[src/rtl/burst_mode_ctrl.sv]
// burst_mode_ctrl
//   Sequencing controller for a burst-mode CellularRAM datapath.
//   After reset it waits INIT_CYCLES, then writes the burst configuration
//   register through MemCre.  After that it serves single-requester burst
//   reads and writes of BURST_LEN 16-bit words.
//
//   Optional feature macro: BURST_WAIT_TIMEOUT_EN
//     defined   - a MemWait stall counter aborts a burst after TIMEOUT
//                 stalled cycles and sets the sticky Error flag.
//     undefined - WAIT states hold indefinitely and Error is tied low.
//
// Ports
//   Clk, Reset          clock, asynchronous active-high reset
//   ReqRead, ReqWrite   host requests, sampled in IDLE (read wins)
//   ReqAddr             burst start word address
//   WrData / WrReady    host write word / pulse when it is consumed
//   RdData              word sampled from the datapath bus
//   RdOut / RdValid     registered read word / pulse when RdOut is new
//   MemWait             memory WAIT, high = data not ready
//   Mode                datapath mode: 00 Idle, 01 Read, 10 Con, 11 Write
//   MemAddr             latched burst address
//   MemAdv_n, MemCe_n, MemOe_n, MemWe_n   active-low memory strobes
//   MemCre, MemClkEn    control-register enable, memory clock enable
//   Busy, CfgDone, Error  status flags
module burst_mode_ctrl #(
   parameter int unsigned BURST_LEN   = 4,
   parameter int unsigned INIT_CYCLES = 150,
   parameter int unsigned CFG_CYCLES  = 4,
   parameter int unsigned TIMEOUT     = 32
) (
   input  logic        Clk,
   input  logic        Reset,
   input  logic        ReqRead,
   input  logic        ReqWrite,
   input  logic [19:0] ReqAddr,
   input  logic [15:0] WrData,
   output logic        WrReady,
   input  logic [15:0] RdData,
   output logic [15:0] RdOut,
   output logic        RdValid,
   input  logic        MemWait,
   output logic [1:0]  Mode,
   output logic [19:0] MemAddr,
   output logic        MemAdv_n,
   output logic        MemCe_n,
   output logic        MemOe_n,
   output logic        MemWe_n,
   output logic        MemCre,
   output logic        MemClkEn,
   output logic        Busy,
   output logic        CfgDone,
   output logic        Error
);

   localparam int unsigned CNT_W = $clog2(INIT_CYCLES + CFG_CYCLES + BURST_LEN + 1);

   typedef enum logic [3:0] {
      PWR_WAIT, CFG, CFG_END, IDLE,
      RD_ADDR, RD_WAIT, RD_DATA,
      WR_ADDR, WR_WAIT, WR_DATA,
      BURST_END
   } state_t;

   state_t           state, state_nx;
   logic [CNT_W-1:0] cnt, cnt_nx;
   logic [19:0]      addr_nx;
   logic [15:0]      rd_out_nx;
   logic             rd_valid_nx;
   logic             cfg_done_nx;
   logic             timeout_hit;

   // Write data travels straight from host to datapath; the controller only
   // paces it with WrReady.
   logic unused_wr_data;
   assign unused_wr_data = ^WrData;

`ifdef BURST_WAIT_TIMEOUT_EN
   localparam int unsigned TO_W = $clog2(TIMEOUT + 1);
   logic [TO_W-1:0] tcnt, tcnt_nx;
   logic            error_q, error_nx;
   logic            stalled;

   assign stalled     = (state inside {RD_WAIT, WR_WAIT, RD_DATA, WR_DATA}) && MemWait;
   assign timeout_hit = stalled && (tcnt == TO_W'(TIMEOUT - 1));

   always_comb begin
      tcnt_nx  = stalled ? tcnt + TO_W'(1) : '0;
      error_nx = error_q | timeout_hit;
   end

   always_ff @(posedge Clk or posedge Reset) begin
      if (Reset) begin
         tcnt    <= '0;
         error_q <= 1'b0;
      end else begin
         tcnt    <= tcnt_nx;
         error_q <= error_nx;
      end
   end

   assign Error = error_q;
`else
   assign timeout_hit = 1'b0;
   assign Error       = 1'b0;
`endif

   assign Busy = (state != IDLE);

   always_ff @(posedge Clk or posedge Reset) begin
      if (Reset) begin
         state   <= PWR_WAIT;
         cnt     <= '0;
         MemAddr <= '0;
         RdOut   <= '0;
         RdValid <= 1'b0;
         CfgDone <= 1'b0;
      end else begin
         state   <= state_nx;
         cnt     <= cnt_nx;
         MemAddr <= addr_nx;
         RdOut   <= rd_out_nx;
         RdValid <= rd_valid_nx;
         CfgDone <= cfg_done_nx;
      end
   end

   always_comb begin
      state_nx    = state;
      cnt_nx      = cnt;
      addr_nx     = MemAddr;
      rd_out_nx   = RdOut;
      rd_valid_nx = 1'b0;
      cfg_done_nx = CfgDone;
      Mode        = 2'b00;
      MemAdv_n    = 1'b1;
      MemCe_n     = 1'b1;
      MemOe_n     = 1'b1;
      MemWe_n     = 1'b1;
      MemCre      = 1'b0;
      MemClkEn    = 1'b0;
      WrReady     = 1'b0;

      unique case (state)
         PWR_WAIT: begin
            if (cnt == CNT_W'(INIT_CYCLES - 1)) begin
               cnt_nx   = '0;
               state_nx = CFG;
            end else begin
               cnt_nx = cnt + CNT_W'(1);
            end
         end
         CFG: begin
            Mode     = 2'b10;
            MemCre   = 1'b1;
            MemAdv_n = 1'b0;
            MemCe_n  = 1'b0;
            MemWe_n  = 1'b0;
            if (cnt == CNT_W'(CFG_CYCLES - 1)) begin
               cnt_nx   = '0;
               state_nx = CFG_END;
            end else begin
               cnt_nx = cnt + CNT_W'(1);
            end
         end
         CFG_END: begin
            cfg_done_nx = 1'b1;
            state_nx    = IDLE;
         end
         IDLE: begin
            cnt_nx = '0;
            if (ReqRead) begin
               addr_nx  = ReqAddr;
               state_nx = RD_ADDR;
            end else if (ReqWrite) begin
               addr_nx  = ReqAddr;
               state_nx = WR_ADDR;
            end
         end
         RD_ADDR, WR_ADDR: begin
            Mode     = (state == WR_ADDR) ? 2'b11 : 2'b01;
            MemClkEn = 1'b1;
            MemCe_n  = 1'b0;
            MemAdv_n = 1'b0;
            MemWe_n  = (state != WR_ADDR);
            state_nx = (state == WR_ADDR) ? WR_WAIT : RD_WAIT;
         end
         RD_WAIT, WR_WAIT: begin
            Mode     = (state == WR_WAIT) ? 2'b11 : 2'b01;
            MemClkEn = 1'b1;
            MemCe_n  = 1'b0;
            if (timeout_hit)
               state_nx = BURST_END;
            else if (!MemWait)
               state_nx = (state == WR_WAIT) ? WR_DATA : RD_DATA;
         end
         RD_DATA, WR_DATA: begin
            Mode     = (state == WR_DATA) ? 2'b11 : 2'b01;
            MemClkEn = 1'b1;
            MemCe_n  = 1'b0;
            MemOe_n  = (state != RD_DATA);
            if (timeout_hit) begin
               state_nx = BURST_END;
            end else if (!MemWait) begin
               // One word moves on every non-stalled data cycle.
               if (state == RD_DATA) begin
                  rd_out_nx   = RdData;
                  rd_valid_nx = 1'b1;
               end else begin
                  WrReady = 1'b1;
               end
               if (cnt == CNT_W'(BURST_LEN - 1)) begin
                  cnt_nx   = '0;
                  state_nx = BURST_END;
               end else begin
                  cnt_nx = cnt + CNT_W'(1);
               end
            end
         end
         BURST_END: begin
            cnt_nx   = '0;
            state_nx = IDLE;
         end
         default: begin
            cnt_nx   = '0;
            state_nx = PWR_WAIT;
         end
      endcase
   end

endmodule

[config.mk]
export PLATFORM = sky130hd
export DESIGN_NAME = burst_mode_ctrl
export DESIGN_NICKNAME = d
export VERILOG_FILES = /design/src/rtl/burst_mode_ctrl.sv
export SDC_FILE = /design/constraint.sdc
export NUM_CORES = 1
export LEC_CHECK = 0
export CORE_UTILIZATION = 45
export DETAILED_ROUTE_END_ITERATION = 6
export PLACE_DENSITY = 0.86
export SLEW_MARGIN = 15
export SYNTH_ARGS = -nofsm -noshare
export SYNTH_HDL_FRONTEND = slang
export SYNTH_SLANG_ARGS = --single-unit
[constraint.sdc]
create_clock -name Clk -period 4.4 [get_ports Clk]
set_input_delay 1.32 -clock Clk [delete_from_list [all_inputs] [get_ports Clk]]
set_output_delay 1.32 -clock Clk [all_outputs]
set_load 0.01 [all_outputs]
==> results.cfg, run 1 <==
[route]
avgRoutedWirePerCell_um = 15.3
detailroute.via_count = 1878
drt_iter0_markers = 77
drt-total-wl_um = 5380
detail_route.drc_violations = 0
ant_nets = 0
detail_route.first_pass.iterations = 4
via_per_inst = 5.34

[timing]
fmaxAchievable_ghz = 0.256
timing.setup.tns_ns = 0
fin_worst_skew_ns = 0.00603
slew_limit_headroom_pct = 42.4
setup_viol = 0
timing.final.max_slew_violations = 0
finalCriticalPeriod_ns = 3.91
timing.final.hold_violations = 0
rsz_0062_raised_after_global_routing = false
min_period_over_period_pct = 88.9
timing_worst_slew_pin_value_ns = 0.863

[power]
power_density_relative_to_cell_area_nw_per_um2 = 711
power_leakage_nw = 1.40
worst_ir_drop_vdd_uv = 442

[synth]
synthDistinctLibCells = 44
synth.largest_area_cell = sky130_fd_sc_hd__dfrtp_1
yosys_warnings = 0
synth_area_per_cell_um2 = 11.8
post-synth-top-area-fraction_pct = 53.5
postSynthCellCount = 198
synth-seq-cells = 50
synth_edf_count = 0
postSynth.asyncResetShare_pct = 100
ys_seq_area_share_pct = 53.5
yosys-top-cells-area = sky130_fd_sc_hd__dfrtp_1 (53%), sky130_fd_sc_hd__mux2_2 (18%), sky130_fd_sc_hd__nor2_1 (2.1%), sky130_fd_sc_hd__o21ai_0 (1.9%), sky130_fd_sc_hd__nor2b_1 (1.6%)
synth_nets = 257
ys_dominant_reg_cell = sky130_fd_sc_hd__dfrtp_1
syn-cell-area_um2 = 2340

[place]
place.gp.congestion = 0.826
detailedPlacementHpwl_um = 3840
buffer_ports.inserted = 88

[cells_and_area]
area_delta_synth_final_pct = 43.2
total_of_fill_cells_in_the_finished_design = 383
fin_nets = 344
n_diodes = 0
final_core_utilization_pct = 69.1
final_layout_size_suffix_gt1_share_pct = 18.6

[setup_path]
crit_arrival_ns = 2.59
timing.critical_path.from_type = input port
end_kind = output pin
crit_buf_inv = 2
worst-path-max-fanout = 2
cpLargestDelayFamily = buffers and inverters
critical-path-max-stage-delay_ns = 0.58
critical_path.cell_chain = clkdlybuf4s50_1, nor3_1, clkdlybuf4s50_1
criticalPathCategory = input port to output pin
cp_slowest_cell = sky130_fd_sc_hd__clkdlybuf4s50_1
cp_data_required_time_ns = 3.08
critPathMostFrequentCell = sky130_fd_sc_hd__clkdlybuf4s50_1

[floorplan]
floorplan.rows = 25
dieArea_um2 = 5490
fp.dieH_um = 74.1
start_util_pct = 48.3
die-width_um = 74.1
floorplan.io_pins = 106
placeableCoreArea_um2 = 4850

[grt]
grt_util_all_layers_pct = 20.8
grt_antenna_before_repair = 0
first_global_vias = 1914
wire_length_of_the_first_global_routing_pass_um = 8580
largest_net_degree_at_the_start_of_global_routing = 51
grt_remaining_overflow = 0

[clock_network]
cts_root_buffer = sky130_fd_sc_hd__clkbuf_8
ctsResizeCount = 0
clock_tree_from_tritoncts = yes
cts_max_path_buffers = 2
hold_buffers = 0
worst_setup_hold_path_clk_slew_ns = 0.10
cts_sinks = 50
h-tree-depth = 2
insertion_delay_ns = 0.31
cts_made_buffers = 5
number_of_post_cts_setup_repair_buffers = 0

[run_status]
run_status = finished, final reports clean

[hold_path]
timing.hold.worst.class = flip-flop to flip-flop

[job]
cap_violations = 0
==> synthesized netlist by cell type, types with 2 or more instances <==
master / number
sky130_fd_sc_hd__a221o_1: 2
sky130_fd_sc_hd__dfrtp_1: 50
sky130_fd_sc_hd__a22o_1: 4
sky130_fd_sc_hd__ha_1: 2
sky130_fd_sc_hd__mux2_2: 37
sky130_fd_sc_hd__o21ai_0: 9
sky130_fd_sc_hd__nand2_1: 8
sky130_fd_sc_hd__o211ai_1: 2
sky130_fd_sc_hd__nand3_1: 4
sky130_fd_sc_hd__inv_1: 7
sky130_fd_sc_hd__or2_2: 2
sky130_fd_sc_hd__a21oi_1: 7
sky130_fd_sc_hd__and3_1: 4
sky130_fd_sc_hd__nor2_1: 13
sky130_fd_sc_hd__o21a_1: 2
sky130_fd_sc_hd__nor2b_1: 6
sky130_fd_sc_hd__o31ai_1: 2
sky130_fd_sc_hd__clkbuf_1: 2
sky130_fd_sc_hd__nor3_1: 5
sky130_fd_sc_hd__buf_2: 5
sky130_fd_sc_hd__nand2b_1: 2
==> metrics by stage <==
step	area [µm²]	hold WS [ns]	total power, W	setup WS [ns]	std cells
after detailed placement	3270	0.464	0.00213	0.507	345
after global placement	3270	0.460	0.00208	0.482	345
after CTS	3350	0.487	0.00240	0.505	352
final	3350	0.475	0.00238	0.486	352
after floorplan	2340	0.490	0.00152	1.47	198
after global routing	3350	0.524	0.00254	0.484	352
==> flip-flops by register name, indices dropped and copies added, names as in the netlist <==
| register | cells |
|---|---|
| CfgDone | 1 |
| RdValid | 1 |
| cnt | 8 |
| RdOut | 16 |
| state | 4 |
| MemAddr | 20 |
==> final timing paths <==
| path | to | startpoint | cells past startpoint | slack [ns] |
|---|---|---|---|---|
| max | WrReady | MemWait | 3 | 0.49 |
| min | CfgDone | CfgDone | 1 | 0.48 |
| max reg2reg | MemAddr[1] | state[1] | 4 | 2.08 |
| min reg2reg | CfgDone | CfgDone | 1 | 0.48 |
| max in group asynchronous | cnt[5] | Reset | 2 | 2.42 |
| min in group asynchronous | MemAddr[1] | Reset | 2 | 1.48 |
==> cell families (layout without fill, tap and decap cells) <==
family,Yosys count,count (layout),share of synthesized area [%]
adder cells (fa/ha/maj),2,2,1.07
buffers and inverters,17,104,3.48
flip-flops,50,50,53.5
XOR/XNOR,1,1,0.374
other,1,1,0.160
multiplexers,37,37,17.8
AND/OR/NAND/NOR,52,52,11.8
AO/OA/AOI/OAI,38,38,11.8
==> area by class of cell <==
class,instances,area [µm²],share of cell area (%)
Sequential cell,50,1250,37.3
Multi-Input combinational cell,131,1010,30.1
Timing Repair Buffer,90,896,26.7
Tap cell,67,83.8,2.50
Clock buffer,5,68.8,2.05
Inverter,7,27.5,0.822
Clock inverter,2,13.8,0.411
==> cells in the final DEF (no fill, tap or decap), types with 6 or more instances in the layout <==
master,instances
sky130_fd_sc_hd__nor2b_1,6
sky130_fd_sc_hd__mux2_2,37
sky130_fd_sc_hd__dfrtp_1,50
sky130_fd_sc_hd__nand2_1,8
sky130_fd_sc_hd__o21ai_0,9
sky130_fd_sc_hd__inv_1,6
sky130_fd_sc_hd__nor2_1,12
sky130_fd_sc_hd__a21oi_1,7
sky130_fd_sc_hd__clkdlybuf4s50_1,88
==> routing by layer <==
metal  routed length, µm  vias up  track usage (%)
met4                  88        0             7.69
met3                 418        7             7.18
met1                2190      919             24.7
met5                   0        -                0
li1                    -      883                -
met2                2680       69             34.7
==> where the power goes <==
| part | switching (W) | total (W) | internal, W |
|---|---|---|---|
| combinational | 0.000531 | 0.00128 | 0.000750 |
| clock | 0.000158 | 0.000268 | 0.000110 |
| sequential | 0.000175 | 0.000834 | 0.000659 |
| total | 0.000863 | 0.00238 | 0.00152 |
No activity file was read; power rests on OpenSTA's default activity.
==> run 2, diff against run 1 <==
Settings changed: ABC_CLOCK_PERIOD_IN_PS set to 4400, TNS_END_PERCENT set to 100.
==> results of run 2 <==
The final DEF is identical to that of run 1; final timing and power are the same.
